==> src/rtl/usb_rx_packet_parser_if.sv <==
// Stream bundle between the USB FIFO side and the packet parser.
// It carries the input word stream and the payload output stream toward the core.
interface usb_rx_packet_parser_if;
  logic [15:0] in_data;
  logic        in_valid;
  logic        in_ready;
  logic [15:0] out_data;
  logic        out_valid;
  logic        out_last;
  logic        out_ready;

  modport master (
    output in_data, in_valid, out_ready,
    input  in_ready, out_data, out_valid, out_last
  );

  modport slave (
    input  in_data, in_valid, out_ready,
    output in_ready, out_data, out_valid, out_last
  );
endinterface

==> src/rtl/usb_rx_packet_parser.sv <==
// Frames 16-bit USB words into {sync,len} / payload / XOR-checksum packets,
// streams the payload to the core and keeps saturating good/error/drop counters.
module usb_rx_packet_parser #(
  parameter logic [7:0] SYNC_BYTE   = 8'hA5,
  parameter int         MAX_LEN     = 64,
  parameter int         TIMEOUT_CYC = 1024,
  parameter int         CNT_W       = 8
) (
  input  logic                 clk,
  input  logic                 rst_n,
  usb_rx_packet_parser_if.slave bus,
  output logic                 pkt_ok_o,
  output logic                 pkt_err_o,
  output logic [CNT_W-1:0]     good_cnt_o,
  output logic [CNT_W-1:0]     err_cnt_o,
  output logic [CNT_W-1:0]     sync_drop_cnt_o,
  output logic [7:0]           status_o
);

  localparam int TW = (TIMEOUT_CYC > 2) ? $clog2(TIMEOUT_CYC) : 1;

  typedef enum logic [1:0] {HUNT, PAYLOAD, CHECK} state_e;

  state_e           state_q, state_d;
  logic [7:0]       remaining_q, remaining_d;
  logic [15:0]      csum_q, csum_d;
  logic [TW-1:0]    timer_q, timer_d;
  logic [7:0]       last_lo_q, last_lo_d;
  logic [15:0]      out_data_q, out_data_d;
  logic             out_valid_q, out_valid_d;
  logic             out_last_q, out_last_d;
  logic             pkt_ok_q, pkt_ok_d;
  logic             pkt_err_q, pkt_err_d;
  logic [CNT_W-1:0] good_cnt_q, good_cnt_d;
  logic [CNT_W-1:0] err_cnt_q, err_cnt_d;
  logic [CNT_W-1:0] drop_cnt_q, drop_cnt_d;
  logic [7:0]       status_q, status_d;
  logic             in_ready_c;
  logic             xfer;
  logic [7:0]       len;

  function automatic logic [CNT_W-1:0] sat_inc(input logic [CNT_W-1:0] v);
    return (&v) ? v : v + CNT_W'(1);
  endfunction

  assign len = bus.in_data[7:0];

  always_comb begin
    // NOTE: every comb output gets a default first, so no path leaves one unassigned and infers a latch.
    state_d     = state_q;
    remaining_d = remaining_q;
    csum_d      = csum_q;
    timer_d     = timer_q;
    last_lo_d   = last_lo_q;
    out_data_d  = out_data_q;
    out_valid_d = out_valid_q;
    out_last_d  = out_last_q;
    pkt_ok_d    = 1'b0;
    pkt_err_d   = 1'b0;
    good_cnt_d  = good_cnt_q;
    err_cnt_d   = err_cnt_q;
    drop_cnt_d  = drop_cnt_q;
    status_d    = status_q;

    // Only payload words need room in the output register; header and checksum are absorbed.
    in_ready_c = 1'b1;
    if (state_q == PAYLOAD) in_ready_c = bus.out_ready | ~out_valid_q;
    xfer = bus.in_valid & in_ready_c;

    if (bus.out_ready) out_valid_d = 1'b0;

    case (state_q)
      HUNT: begin
        timer_d = '0;
        if (xfer) begin
          if (bus.in_data[15:8] == SYNC_BYTE && len != 8'd0 &&
              {24'd0, len} <= 32'(MAX_LEN)) begin
            state_d     = PAYLOAD;
            remaining_d = len;
            csum_d      = bus.in_data;
          end else begin
            drop_cnt_d = sat_inc(drop_cnt_q);
          end
        end
      end
      PAYLOAD: begin
        if (xfer) begin
          out_data_d  = bus.in_data;
          out_valid_d = 1'b1;
          out_last_d  = (remaining_q == 8'd1);
          csum_d      = csum_q ^ bus.in_data;
          remaining_d = remaining_q - 8'd1;
          last_lo_d   = bus.in_data[7:0];
          timer_d     = '0;
          if (remaining_q == 8'd1) state_d = CHECK;
        end
      end
      CHECK: begin
        if (xfer) begin
          timer_d = '0;
          state_d = HUNT;
          if (bus.in_data == csum_q) begin
            pkt_ok_d   = 1'b1;
            good_cnt_d = sat_inc(good_cnt_q);
            status_d   = last_lo_q;
          end else begin
            pkt_err_d = 1'b1;
            err_cnt_d = sat_inc(err_cnt_q);
          end
        end
      end
      default: state_d = HUNT;
    endcase

    // Idle timer covers both input gaps and output back-pressure; the output register still drains.
    if (state_q != HUNT && !xfer) begin
      if (timer_q == TW'(TIMEOUT_CYC - 1)) begin
        timer_d   = '0;
        state_d   = HUNT;
        pkt_err_d = 1'b1;
        err_cnt_d = sat_inc(err_cnt_q);
      end else begin
        timer_d = timer_q + TW'(1);
      end
    end
  end

  // NOTE: all state, including the datapath registers, is reset so a mid-packet reset leaves no residue.
  always_ff @(posedge clk or negedge rst_n) begin
    if (!rst_n) begin
      state_q     <= HUNT;
      remaining_q <= '0;
      csum_q      <= '0;
      timer_q     <= '0;
      last_lo_q   <= '0;
      out_data_q  <= '0;
      out_valid_q <= 1'b0;
      out_last_q  <= 1'b0;
      pkt_ok_q    <= 1'b0;
      pkt_err_q   <= 1'b0;
      good_cnt_q  <= '0;
      err_cnt_q   <= '0;
      drop_cnt_q  <= '0;
      status_q    <= '0;
    end else begin
      // NOTE: non-blocking assignments so every register samples the pre-edge values.
      state_q     <= state_d;
      remaining_q <= remaining_d;
      csum_q      <= csum_d;
      timer_q     <= timer_d;
      last_lo_q   <= last_lo_d;
      out_data_q  <= out_data_d;
      out_valid_q <= out_valid_d;
      out_last_q  <= out_last_d;
      pkt_ok_q    <= pkt_ok_d;
      pkt_err_q   <= pkt_err_d;
      good_cnt_q  <= good_cnt_d;
      err_cnt_q   <= err_cnt_d;
      drop_cnt_q  <= drop_cnt_d;
      status_q    <= status_d;
    end
  end

  assign bus.in_ready     = in_ready_c;
  assign bus.out_data     = out_data_q;
  assign bus.out_valid    = out_valid_q;
  assign bus.out_last     = out_last_q;
  assign pkt_ok_o         = pkt_ok_q;
  assign pkt_err_o        = pkt_err_q;
  assign good_cnt_o       = good_cnt_q;
  assign err_cnt_o        = err_cnt_q;
  assign sync_drop_cnt_o  = drop_cnt_q;
  assign status_o         = status_q;

endmodule

==> src/flat_wrapper.sv <==
// flat-port wrapper written by rule: the top's interface ports become plain ports
module usb_rx_packet_parser_flat 
#(
  parameter logic [7:0] SYNC_BYTE   = 8'hA5,
  parameter int         MAX_LEN     = 64,
  parameter int         TIMEOUT_CYC = 1024,
  parameter int         CNT_W       = 8
)
  (clk, rst_n, pkt_ok_o, pkt_err_o, good_cnt_o, err_cnt_o, sync_drop_cnt_o, status_o, bus_in_data, bus_in_valid, bus_out_ready, bus_in_ready, bus_out_data, bus_out_valid, bus_out_last);
  usb_rx_packet_parser_if bus_i ();
  input  logic clk;
  input  logic rst_n;
  output logic pkt_ok_o;
  output logic pkt_err_o;
  output logic [CNT_W-1:0] good_cnt_o;
  output logic [CNT_W-1:0] err_cnt_o;
  output logic [CNT_W-1:0] sync_drop_cnt_o;
  output logic [7:0] status_o;
  input wire logic [$bits(bus_i.in_data)-1:0] bus_in_data;
  input wire logic [$bits(bus_i.in_valid)-1:0] bus_in_valid;
  input wire logic [$bits(bus_i.out_ready)-1:0] bus_out_ready;
  output wire logic [$bits(bus_i.in_ready)-1:0] bus_in_ready;
  output wire logic [$bits(bus_i.out_data)-1:0] bus_out_data;
  output wire logic [$bits(bus_i.out_valid)-1:0] bus_out_valid;
  output wire logic [$bits(bus_i.out_last)-1:0] bus_out_last;
  assign bus_i.in_data = bus_in_data;
  assign bus_i.in_valid = bus_in_valid;
  assign bus_i.out_ready = bus_out_ready;
  assign bus_in_ready = bus_i.in_ready;
  assign bus_out_data = bus_i.out_data;
  assign bus_out_valid = bus_i.out_valid;
  assign bus_out_last = bus_i.out_last;
  usb_rx_packet_parser #(.SYNC_BYTE(SYNC_BYTE), .MAX_LEN(MAX_LEN), .TIMEOUT_CYC(TIMEOUT_CYC), .CNT_W(CNT_W)) u_core (.clk(clk), .rst_n(rst_n), .bus(bus_i), .pkt_ok_o(pkt_ok_o), .pkt_err_o(pkt_err_o), .good_cnt_o(good_cnt_o), .err_cnt_o(err_cnt_o), .sync_drop_cnt_o(sync_drop_cnt_o), .status_o(status_o));
endmodule
==> config.mk <==
export PLATFORM = sky130hd
export DESIGN_NAME = usb_rx_packet_parser_flat
export DESIGN_NICKNAME = d
export VERILOG_FILES = /design/src/rtl/usb_rx_packet_parser_if.sv /design/src/rtl/usb_rx_packet_parser.sv /design/src/flat_wrapper.sv
export SDC_FILE = /design/constraint.sdc
export NUM_CORES = 1
export LEC_CHECK = 0
export ABC_CLOCK_PERIOD_IN_PS = 4290
export BUFFER_PORTS_ARGS = -buffer_cell sky130_fd_sc_hd__buf_2
export CAP_MARGIN = 20
export CORE_ASPECT_RATIO = 0.75
export CORE_MARGIN = 1.5
export CORE_UTILIZATION = 41
export DETAILED_ROUTE_END_ITERATION = 10
export GPL_TIMING_DRIVEN = 1
export PLACE_DENSITY_LB_ADDON = 0.1
export SYNTH_ARGS = -nofsm -noshare
export SYNTH_HDL_FRONTEND = slang
export SYNTH_SLANG_ARGS = --single-unit
==> constraint.sdc <==
create_clock -name clk -period 4.29 [get_ports clk]
set_clock_uncertainty 0.15 [all_clocks]
set_input_delay 0.429 -clock clk [delete_from_list [all_inputs] [get_ports clk]]
set_output_delay 0.429 -clock clk [all_outputs]
set_load 0.02 [all_outputs]
### Word-level counts from Yosys, hierarchy flattened

Index checks and enable logic that the tools add are counted.

| storage, ports and cells | value |
|---|---|
| flip-flop bits (word level) | 96 |
| bits of input ports | 20 |
| word-level logic and storage cells | 94 |

| operators by class | value |
|---|---|
| add/sub/neg operators | 5 |
| $lt $le $gt $ge | 1 |
| eq/ne operators | 10 |
| muxes and demuxes | 38 |
| bitwise operators | 7 |
| reductions and logical operators | 19 |

Operators by type and width:

| operator | count |
|---|---|
| $mux 8 | 9 |
| $mux 16 | 3 |
| $pmux 16 s2 | 1 |
| $mux 10 | 3 |
| $add 8x1->8 const B | 3 |
| $reduce_and 8->1 | 3 |
| $pmux 10 s2 | 1 |
| $eq 16x16->1 | 1 |
| $pmux 8 s2 | 1 |
| $xor 16x16->16 | 1 |
| $mux 2 | 7 |
| $mux 1 | 12 |
| $reduce_and 4->1 | 3 |
| $add 10x1->10 const B | 1 |
| $eq 10x10->1 const B | 1 |
| $eq 8x1->1 const B | 1 |
| $eq 8x8->1 const B | 1 |
| $le 8x7->1 const B | 1 |
| $reduce_bool 8->1 | 1 |
| $sub 8x1->8 const B | 1 |
| $ne 2x1->1 const B | 3 |
| $pmux 2 s3 | 1 |
| $not 1->1 | 4 |
| $reduce_and 2->1 | 2 |
| 12 further kinds | 15 |

### Logic depth before layout (Yosys ltp)

Gate-level depths: netlist (run 1).

| depth | value |
|---|---|
| depth in word-level cells | 8 |
| mapped depth | 11 |
| gate-level depth less buffers | 8 |

### Least setup slack after synthesis (run 1)

Ideal clock, no wire load.

| path | value |
|---|---|
| kind | reg-to-reg |
| from | reg u_core.state_q[1] |
| to | reg u_core.err_cnt_q[1], in the netlist u_core.err_cnt_o[1] |
| library setup time | 0.128 ns |
| arrival time | 2.486 ns |
| data required time | 4.012 ns |
| slack | 1.526 ns |
| cell stages (with the launch flop) | 10 |
| period minus slack after synthesis | 2.764 ns |
| cell sequence | dfrtp_1 -> inv_1 -> ha_1 -> clkbuf_1 -> nand3b_1 -> and2_1 -> or3_1 -> o2bb2ai_2 -> and2_1 -> mux2_1 |

| between the ends | value |
|---|---|
| longest elaborated chain between the ends | 7 |
| elaborated cells on any way between the ends | 11 |
| those cells by class | eq/ne (2); mux (5); bitwise (1); reduce/logical (3) |

Ends and longest elaborated chain:

| element | RTL line | source |
|---|---|---|
| from (decl) | usb_rx_packet_parser.sv:24 | `state_e state_q, state_d;` |
| from (signal assigned) | usb_rx_packet_parser.sv:147 | `state_q <= state_d;` |
| $eq 2x1->1 * | usb_rx_packet_parser.sv:67 | `if (state_q == PAYLOAD) in_ready_c = bus.out_ready \| ~out_valid_q;` |
| $mux 1 * | usb_rx_packet_parser.sv:67 |  |
| named net bus_in_ready | flat_wrapper.sv:22 | `output wire logic [$bits(bus_i.in_ready)-1:0] bus_in_ready;` |
| $and 1x1->1 * | usb_rx_packet_parser.sv:68 | `xfer = bus.in_valid & in_ready_c;` |
| $mux 8 | usb_rx_packet_parser.sv:99 | `if (xfer) begin` |
| $mux 8 | usb_rx_packet_parser.sv:72 | `case (state_q)` |
| $mux 8 | usb_rx_packet_parser.sv:117 | `if (timer_q == TW'(TIMEOUT_CYC - 1)) begin` |
| $mux 8 * | usb_rx_packet_parser.sv:116 | `if (state_q != HUNT && !xfer) begin` |
| named net u_core.err_cnt_d[1] | usb_rx_packet_parser.sv:35 | `logic [CNT_W-1:0] err_cnt_q, err_cnt_d;` |
| to (signal assigned) | usb_rx_packet_parser.sv:158 | `err_cnt_q <= err_cnt_d;` |
| to (decl) | usb_rx_packet_parser.sv:35 |  |

Mark *: on every way through the listed nets, which the timed path passes. The rest lies on a longest branch.
A chain may end at the register's enable or synchronous reset.

### Worst setup path in the final report (run 1)

| path | value |
|---|---|
| from | reg u_core.state_q[1] |
| to | reg u_core.err_cnt_q[1], in the netlist u_core.err_cnt_o[1] |

| between the ends | value |
|---|---|
| longest elaborated chain between the ends | 7 |
| elaborated cells on any way between the ends | 11 |
| those cells by class | eq/ne (2); mux (5); bitwise (1); reduce/logical (3) |

Ends and longest elaborated chain:

| element | RTL line |
|---|---|
| $eq 2x1->1 | usb_rx_packet_parser.sv:67 |
| $mux 1 | usb_rx_packet_parser.sv:67 |
| $and 1x1->1 | usb_rx_packet_parser.sv:68 |
| $mux 8 | usb_rx_packet_parser.sv:99 |
| $mux 8 | usb_rx_packet_parser.sv:72 |
| $mux 8 | usb_rx_packet_parser.sv:117 |
| $mux 8 * | usb_rx_packet_parser.sv:116 |
| named net u_core.err_cnt_d[1] | usb_rx_packet_parser.sv:35 |

Marked as above.

==> results.tsv, run 1 <==
metric	value	unit
Inserted Diodes	0	
Ys Warns	0	
drt via density	5.44	
count of different cell masters after synthesis	60	
RSZ-0062 raised after global routing	no	
nets	537	
hold_buf cts	0	
DIE HEIGHT	94.3	µm
first-pass GRT wire length	17.3	mm
Synth Flop Type	dfrtp_1	
Max Slew Vio Count	0	
Routed WL	10.4	mm
leakage	2.62	nW
clock root cell	clkbuf_16	
die area	0.0118	mm²
CP Launch Type	register	
cell count after synthesis	437	
Tot Pwr	2.06	mW
CTS Sinks	88	
Setup Viol. Count Final	0	
Core Region	0.0109	mm²
I/O pins	73	
f_max	357	MHz
Num CTS Buffers	9	
Total Routing Usage GR	18.6	%
H-tree depth	3	
P per Cell Area	385	mW/mm²
Final Hold Fails	0	
max-cap viol count	0	
number of DRC markers in iteration 0	232	
CTS tree	yes	
Max transition margin	29.8	%
Slew @ Worst Pin	1050	ps
initial antenna violation count	0	
leading area contributor after synthesis	dfrtp_1	
PostCTS Resize Cnt	0	
most frequent cells in the layout	dfrtp_1 (88), buf_2 (71), nand2_1 (30)	
part of the Yosys area used for sequential elements	48.3	%
Post-synth EDFFs	0	
global route total overflow	0	
Routed wire per std cell	15.9	µm
die width	125	µm
largest net degree at the start of global routing	61	
most common cell after layout, fill and taps aside	dfrtp_1	
Hold Path Class	input pin to asynchronous set/reset pin	
Setup Fix Bufs, Post-CTS	0	
DRT antenna net count	0	
initial core utilization	42.0	%
CTS clk-pin slew, worst paths	70	ps
drt drc	0	
Final HPWL DP	7.26	mm
crit-path max FO	11	
TritonRoute pass-1 iters	4	
Util after Layout	49.3	%
top post-synthesis cells by area	dfrtp_1 (48%), mux2_2 (5.9%), xor2_1 (4.2%), o21ai_0 (3.1%), a21oi_1 (3.0%)	
clk_lat worst skew	350	ps
period utilization	65.3	%
Worst VDD drop	0.221	mV
layout cell share with drive strength beyond 1	27.5	%
top cell type's share of synthesized area	48.3	%
IO Port Bufs	72	
number of synthesized register bits	88	
CP endpoint kind	register	
crit path kind	register to register	
crit path DAT	2890	ps
via count	3544	
FFs w/ async S/R, synth	100	%
min Tclk post-route	2800	ps
gp weighted congestion	0.801	
Std-Cell Rows	33	
Mapped Nets	467	
clock buffer depth	2	
number of global-route vias before repair	3306	
Syn Area/Cell	10.4	µm²
area grow syn2layout	17.4	%
Required @ worst endpoint	4370	ps
post-route setup TNS	0	ps
synthesized area	0.00456	mm²
status	completed	
[cells by family after synthesis]
family          after synthesis  synth area share, %
buf+inv                      34                 3.21
mux                          32                 7.88
compound gates              106                 15.4
xor+xnor                     28                 5.55
fa+ha+maj                    10                 2.75
simple gates                139                 16.9
flops                        88                 48.3
[area by class of cell]
class | instances | area (µm²)
clock buffer | 9 | 225
clock inverter | 7 | 77.6
fill | 1007 | 5510
inverter | 16 | 60.1
multi-input combinational | 315 | 2210
sequential | 88 | 2200
tap | 140 | 175
timing repair buffer | 77 | 400
[sequential cells by signal, indices dropped and copies added (netlist names)]
register / count
u_core.bus.out_data: 16
u_core.csum_q: 16
u_core.timer_q: 10
u_core.err_cnt_o: 8
u_core.good_cnt_o: 8
u_core.remaining_q: 8
u_core.status_o: 8
u_core.sync_drop_cnt_o: 8
u_core.state_q: 2
u_core.bus.out_last: 1
u_core.bus.out_valid: 1
u_core.pkt_err_o: 1
u_core.pkt_ok_o: 1
[power breakdown]
group / total [mW] / leakage (nW) / internal, mW / switching (mW)
Combinational: 0.296 / 1.31 / 0.115 / 0.181
Clock: 0.806 / 0.147 / 0.458 / 0.349
Sequential: 0.960 / 1.17 / 0.893 / 0.0671
[worst max-delay path: stages, from the launching register on]
cell and delay, ps:
dfrtp_1 410, inv_1 90, ha_1 170, nand3b_1 140, and2_1 330, or3_1 440, o2bb2ai_2 360, and2_1 270
mux2_1 330
[metal layers]
layer	global-route usage (%)	vias up	share of wire [%]
met4	5.46	0	0.82
met3	4.38	6	4.7
met2	26.6	81	43
met5	0	-	0
met1	27.7	1722	52
li1	-	1735	-
[final timing paths]
path	startpoint	to	slack, ps	cells past startpoint
max in group asynchronous	rst_n	u_core.bus.out_data[3]	3090	2
max	u_core.state_q[1]	u_core.err_cnt_o[1]	1490	8
min	rst_n	u_core.pkt_err_o	20	1
max reg2reg	u_core.state_q[1]	u_core.err_cnt_o[1]	1490	8
min reg2reg	u_core.bus.out_last	u_core.bus.out_last	340	1
min in group clk	bus_in_data[15]	u_core.csum_q[15]	230	3
[per-stage QoR]
step                std cells  area [µm²]  setup WS (ps)  hold WS (ps)
finish                    652        5350           1490          21.6
global route              652        5350           1270          95.6
CTS                       652        5350           1450          53.0
detailed placement        636        5050           1320           338
global placement          636        5050           1380           334
floorplan                 437        4560           1530         -16.6
[synthesized netlist by cell type (all sizes together) (3+ instances only)]
library cell	n
a21oi	37
a22oi	4
a31oi	6
and2	3
and3	17
and4	3
buf	6
clkbuf	12
dfrtp	88
ha	10
inv	16
mux2	31
nand2	30
nand2b	5
nand3	24
nand3b	4
nand4	13
nor2	18
nor3	7
nor4	6
o21ai	33
o22ai	3
o31ai	3
xnor2	5
xor2	23
(Power assumes the default switching activity.)
==> inputs of run 2 (changes only) <==
--- a/config.mk
+++ b/config.mk
@@ -5,7 +5,8 @@
 export SDC_FILE = /design/constraint.sdc
 export NUM_CORES = 1
 export LEC_CHECK = 0
-export ABC_CLOCK_PERIOD_IN_PS = 4290
+export ABC_AREA = 1
+export ABC_CLOCK_PERIOD_IN_PS = 2700
 export BUFFER_PORTS_ARGS = -buffer_cell sky130_fd_sc_hd__buf_2
 export CAP_MARGIN = 20
 export CORE_ASPECT_RATIO = 0.75
==> constraint.sdc (replaced) <==
create_clock -name clk -period 2.7 [get_ports clk]
set_clock_uncertainty 0.15 [all_clocks]
set_input_delay 0.27 -clock clk [delete_from_list [all_inputs] [get_ports clk]]
set_output_delay 0.27 -clock clk [all_outputs]
set_load 0.02 [all_outputs]
==> run 2 against run 1 <==
Compared with the run above: die area is 7.2% higher; global-route usage is 1.3 points higher; area after synthesis is 7.4% higher; wire length is 11% higher; sequential power is 59% higher; worst setup slack worse by 1000 ps; critical path depth stayed put; critical path type unchanged.
==> results.tsv, run 2 <==
metric	value	unit	change
top post-synthesis cells by area	dfrtp_1 (45%), nand2_1 (19%), nand3_1 (5.6%), inv_1 (4.9%), o21ai_0 (4.1%)		
Internal	2.23	mW	+52%
drt drc	0		unchanged
Layout fillers	1188		+18%
Routed wire per std cell	13.0	µm	-18%
number of global-route vias before repair	3977		+20%
leading area contributor after synthesis	dfrtp_1		
Worst VDD drop	0.318	mV	+44%
multi-input logic area	0.00231	mm²	+4.5%
initial antenna violation count	0		unchanged
IO Port Bufs	72		unchanged
Setup Fix Bufs, Post-CTS	0		unchanged
via count	4295		+21%
CP cell instances	inv_1, ha_1, buf_4, inv_2, a21oi_2, nand2_2, nand2_1, nand2_1		
max-cap viol count	0		unchanged
layout cell share with drive strength beyond 1	18.1	%	-9.4 points
xor-xnor portion of the synthesized cell area	3.76	%	-1.8 points
Post-synth EDFFs	0		unchanged
min Tclk post-route	2250	ps	-555 ps
commonest cells in the netlist	nand2_1 (247), dfrtp_1 (88), inv_1 (64)		
CP peak stage delay	400	ps	-40 ps
Syn Area/Cell	7.57	µm²	-27%
most frequent cell after synthesis	nand2_1		
Ys Warns	0		unchanged
first-pass GRT wire length	19.6	mm	+14%
Routed WL	11.5	mm	+11%
crit-path max FO	37		+26
status	completed		
FFs w/ async S/R, synth	100	%	unchanged
CTS Sinks	88		unchanged
nets	749		+39%
Crit path top cell by count	nand2_1		
Psw	987	µW	+65%
Seq. cell area	0.00220	mm²	unchanged
H-tree depth	3		unchanged
hold_buf cts	1		+1
Mapped Nets	676		+45%
CTS clk-pin slew, worst paths	60	ps	about the same
f_max	445	MHz	+25%
TritonRoute pass-1 iters	5		+1
Final Hold Fails	0		unchanged
part of the Yosys area used for sequential elements	45.0	%	-3.3 points
Adder-Cell Fraction of Synth Area	2.56	%	-0.19 points
gp weighted congestion	0.821		+2.5%
cell count after synthesis	646		+48%
clock buffer depth	2		unchanged
global route total overflow	0		unchanged
Core Region	0.0116	mm²	+6.9%
main combinational cell family by area after synthesis	simple AND/OR/NAND/NOR gates		
P per Cell Area	565	mW/mm²	+47%
Total Routing Usage GR	19.9	%	+1.3 points
number of DRC markers in iteration 0	315		+36%
Final Cell Area	0.00569	mm²	+6.3%
Simple-Gate Fraction of Synth Area	33.8	%	+17 points
Inserted Diodes	0		unchanged
crit path DAT	2320	ps	-570 ps
RSZ-0062 raised after global routing	no		
Std-Cell Rows	34		+3.0%
die area	0.0126	mm²	+7.2%
I/O pins	73		unchanged
Comb power frac	16.1	%	+1.7 points
CP Launch Type	register		
clock root cell	clkbuf_16		
number of synthesized register bits	88		unchanged
Setup Viol. Count Final	0		unchanged
post-synthesis mux area share	0	%	-7.9 points
area grow syn2layout	16.3	%	
CTS tree	yes		
drt via density	4.85		-11%
Sw Ratio	30.7	%	+1.7 points
Critical-path top delay cell	dfrtp_1		
Required @ worst endpoint	2780	ps	-1590 ps
period utilization	83.3	%	+18 points
sequential cell fraction of total power	47.6	%	+1.1 points
CP delay by family, top	buffers and inverters		
Final HPWL DP	8.30	mm	+14%
PostCTS Resize Cnt	0		unchanged
most frequent cells in the layout	nand2_1 (247), dfrtp_1 (88), buf_2 (71)		
count of different cell masters after synthesis	36		-40%
placed cell area	0.00541	mm²	+7.1%
Hold Path Class	input pin to register		
Synth Flop Type	dfrtp_1		
post-route setup TNS	0	ps	unchanged
largest net degree at the start of global routing	55		-9.8%
synthesized area	0.00489	mm²	+7.4%
initial core utilization	42.1	%	+0.16 points
die width	129	µm	+3.5%
crit path kind	register to register		
DRT antenna net count	0		unchanged
top cell type's share of synthesized area	45.0	%	-3.3 points
Num CTS Buffers	9		unchanged
CP bufs+invs	3		+2
most common cell after layout, fill and taps aside	nand2_1		
Max Slew Vio Count	0		unchanged
DIE HEIGHT	97.6	µm	+3.5%
CP endpoint kind	register		
Slew @ Worst Pin	510	ps	-540 ps
clk_lat worst skew	340	ps	about the same
Clock power frac	36.4	%	-2.7 points
leakage	3.09	nW	+18%
Max transition margin	65.9	%	+36 points
area fraction in compound gates after synthesis	7.09	%	-8.3 points
==> run 2: cell count changes after synthesis, sizes merged, moves of 5 or more <==
cell and delta:
mux2 -31, nor2 +19, nand3 +33, nand4 -8, xor2 -11, and3 -16
inv +58, a21oi -31, nand2 +231, clkbuf -7, buf +5, o21ai +17
nand2b -5
==> run 2: kinds of logic (layout without fill, tap and decap cells) <==
group / after synthesis / count (layout)
XOR/XNOR: 21 / 21
flip-flops: 88 / 88
AND/OR/NAND/NOR: 374 / 374
buffers and inverters: 90 / 168
adder cells (fa/ha/maj): 10 / 10
AO/OA/AOI/OAI: 63 / 63
==> run 2: path summary, 6_finish.rpt <==
path	start	to	slack, ps	cells after the start
setup / recovery	u_core.state_q[1]	u_core.remaining_q[3]	450	8
hold / removal	bus_out_ready	u_core.bus.out_valid	60	4
setup reg to reg	u_core.state_q[1]	u_core.remaining_q[3]	450	8
hold reg to reg	u_core.remaining_q[1]	u_core.remaining_q[1]	320	2
max in group asynchronous	rst_n	u_core.err_cnt_o[0]	1470	3
min in group asynchronous	rst_n	u_core.sync_drop_cnt_o[3]	270	2
==> run 2: through the flow <==
| stage | setup slack [ps] | cells | utilization, % | total power [mW] | hold WS [ps] |
|---|---|---|---|---|---|
| finish | 452 | 886 | 49.0 | 3.22 | 59.3 |
| global route | 252 | 886 | 49.0 | 3.38 | 82.3 |
| CTS | 436 | 886 | 49.0 | 3.26 | 42.0 |
| detailed placement | 447 | 869 | 46.5 | 2.07 | 107 |
| global placement | 582 | 869 | 46.5 | 2.06 | 111 |
| floorplan | 678 | 646 | - | 1.87 | -176 |
==> run 2: cell type report <==
type	count	area share, %
Inverter	74	4.88
Timing Repair Buffer	78	7.44
Clock inverter	7	0.836
Tap cell	162	3.56
Clock buffer	9	3.96
Sequential cell	88	38.7
Multi-Input combinational cell	468	40.6
==> run 2: worst min-delay path: stages <==
cell,delay [ps]
buf_2,90
inv_1,50
nand2_1,50
nand2_1,50
==> run 2: per-layer routing <==
metal / GRT usage [%] / vias to the layer above / part of all wire [%]
met5: 0 / - / 0
met4: 6.57 / 0 / 1.5
met3: 4.79 / 16 / 6.3
met2: 27.6 / 121 / 41
met1: 29.9 / 1980 / 52
li1: - / 2178 / -
==> run 2: power by group through the flow <==
stage	Combinational, mW	Clock, mW	Sequential, mW
global placement	0.511	0	1.55
floorplan	0.246	0	1.62
detailed placement	0.519	0	1.56
finish	0.517	1.17	1.53
CTS	0.523	1.20	1.53
global route	0.589	1.25	1.55
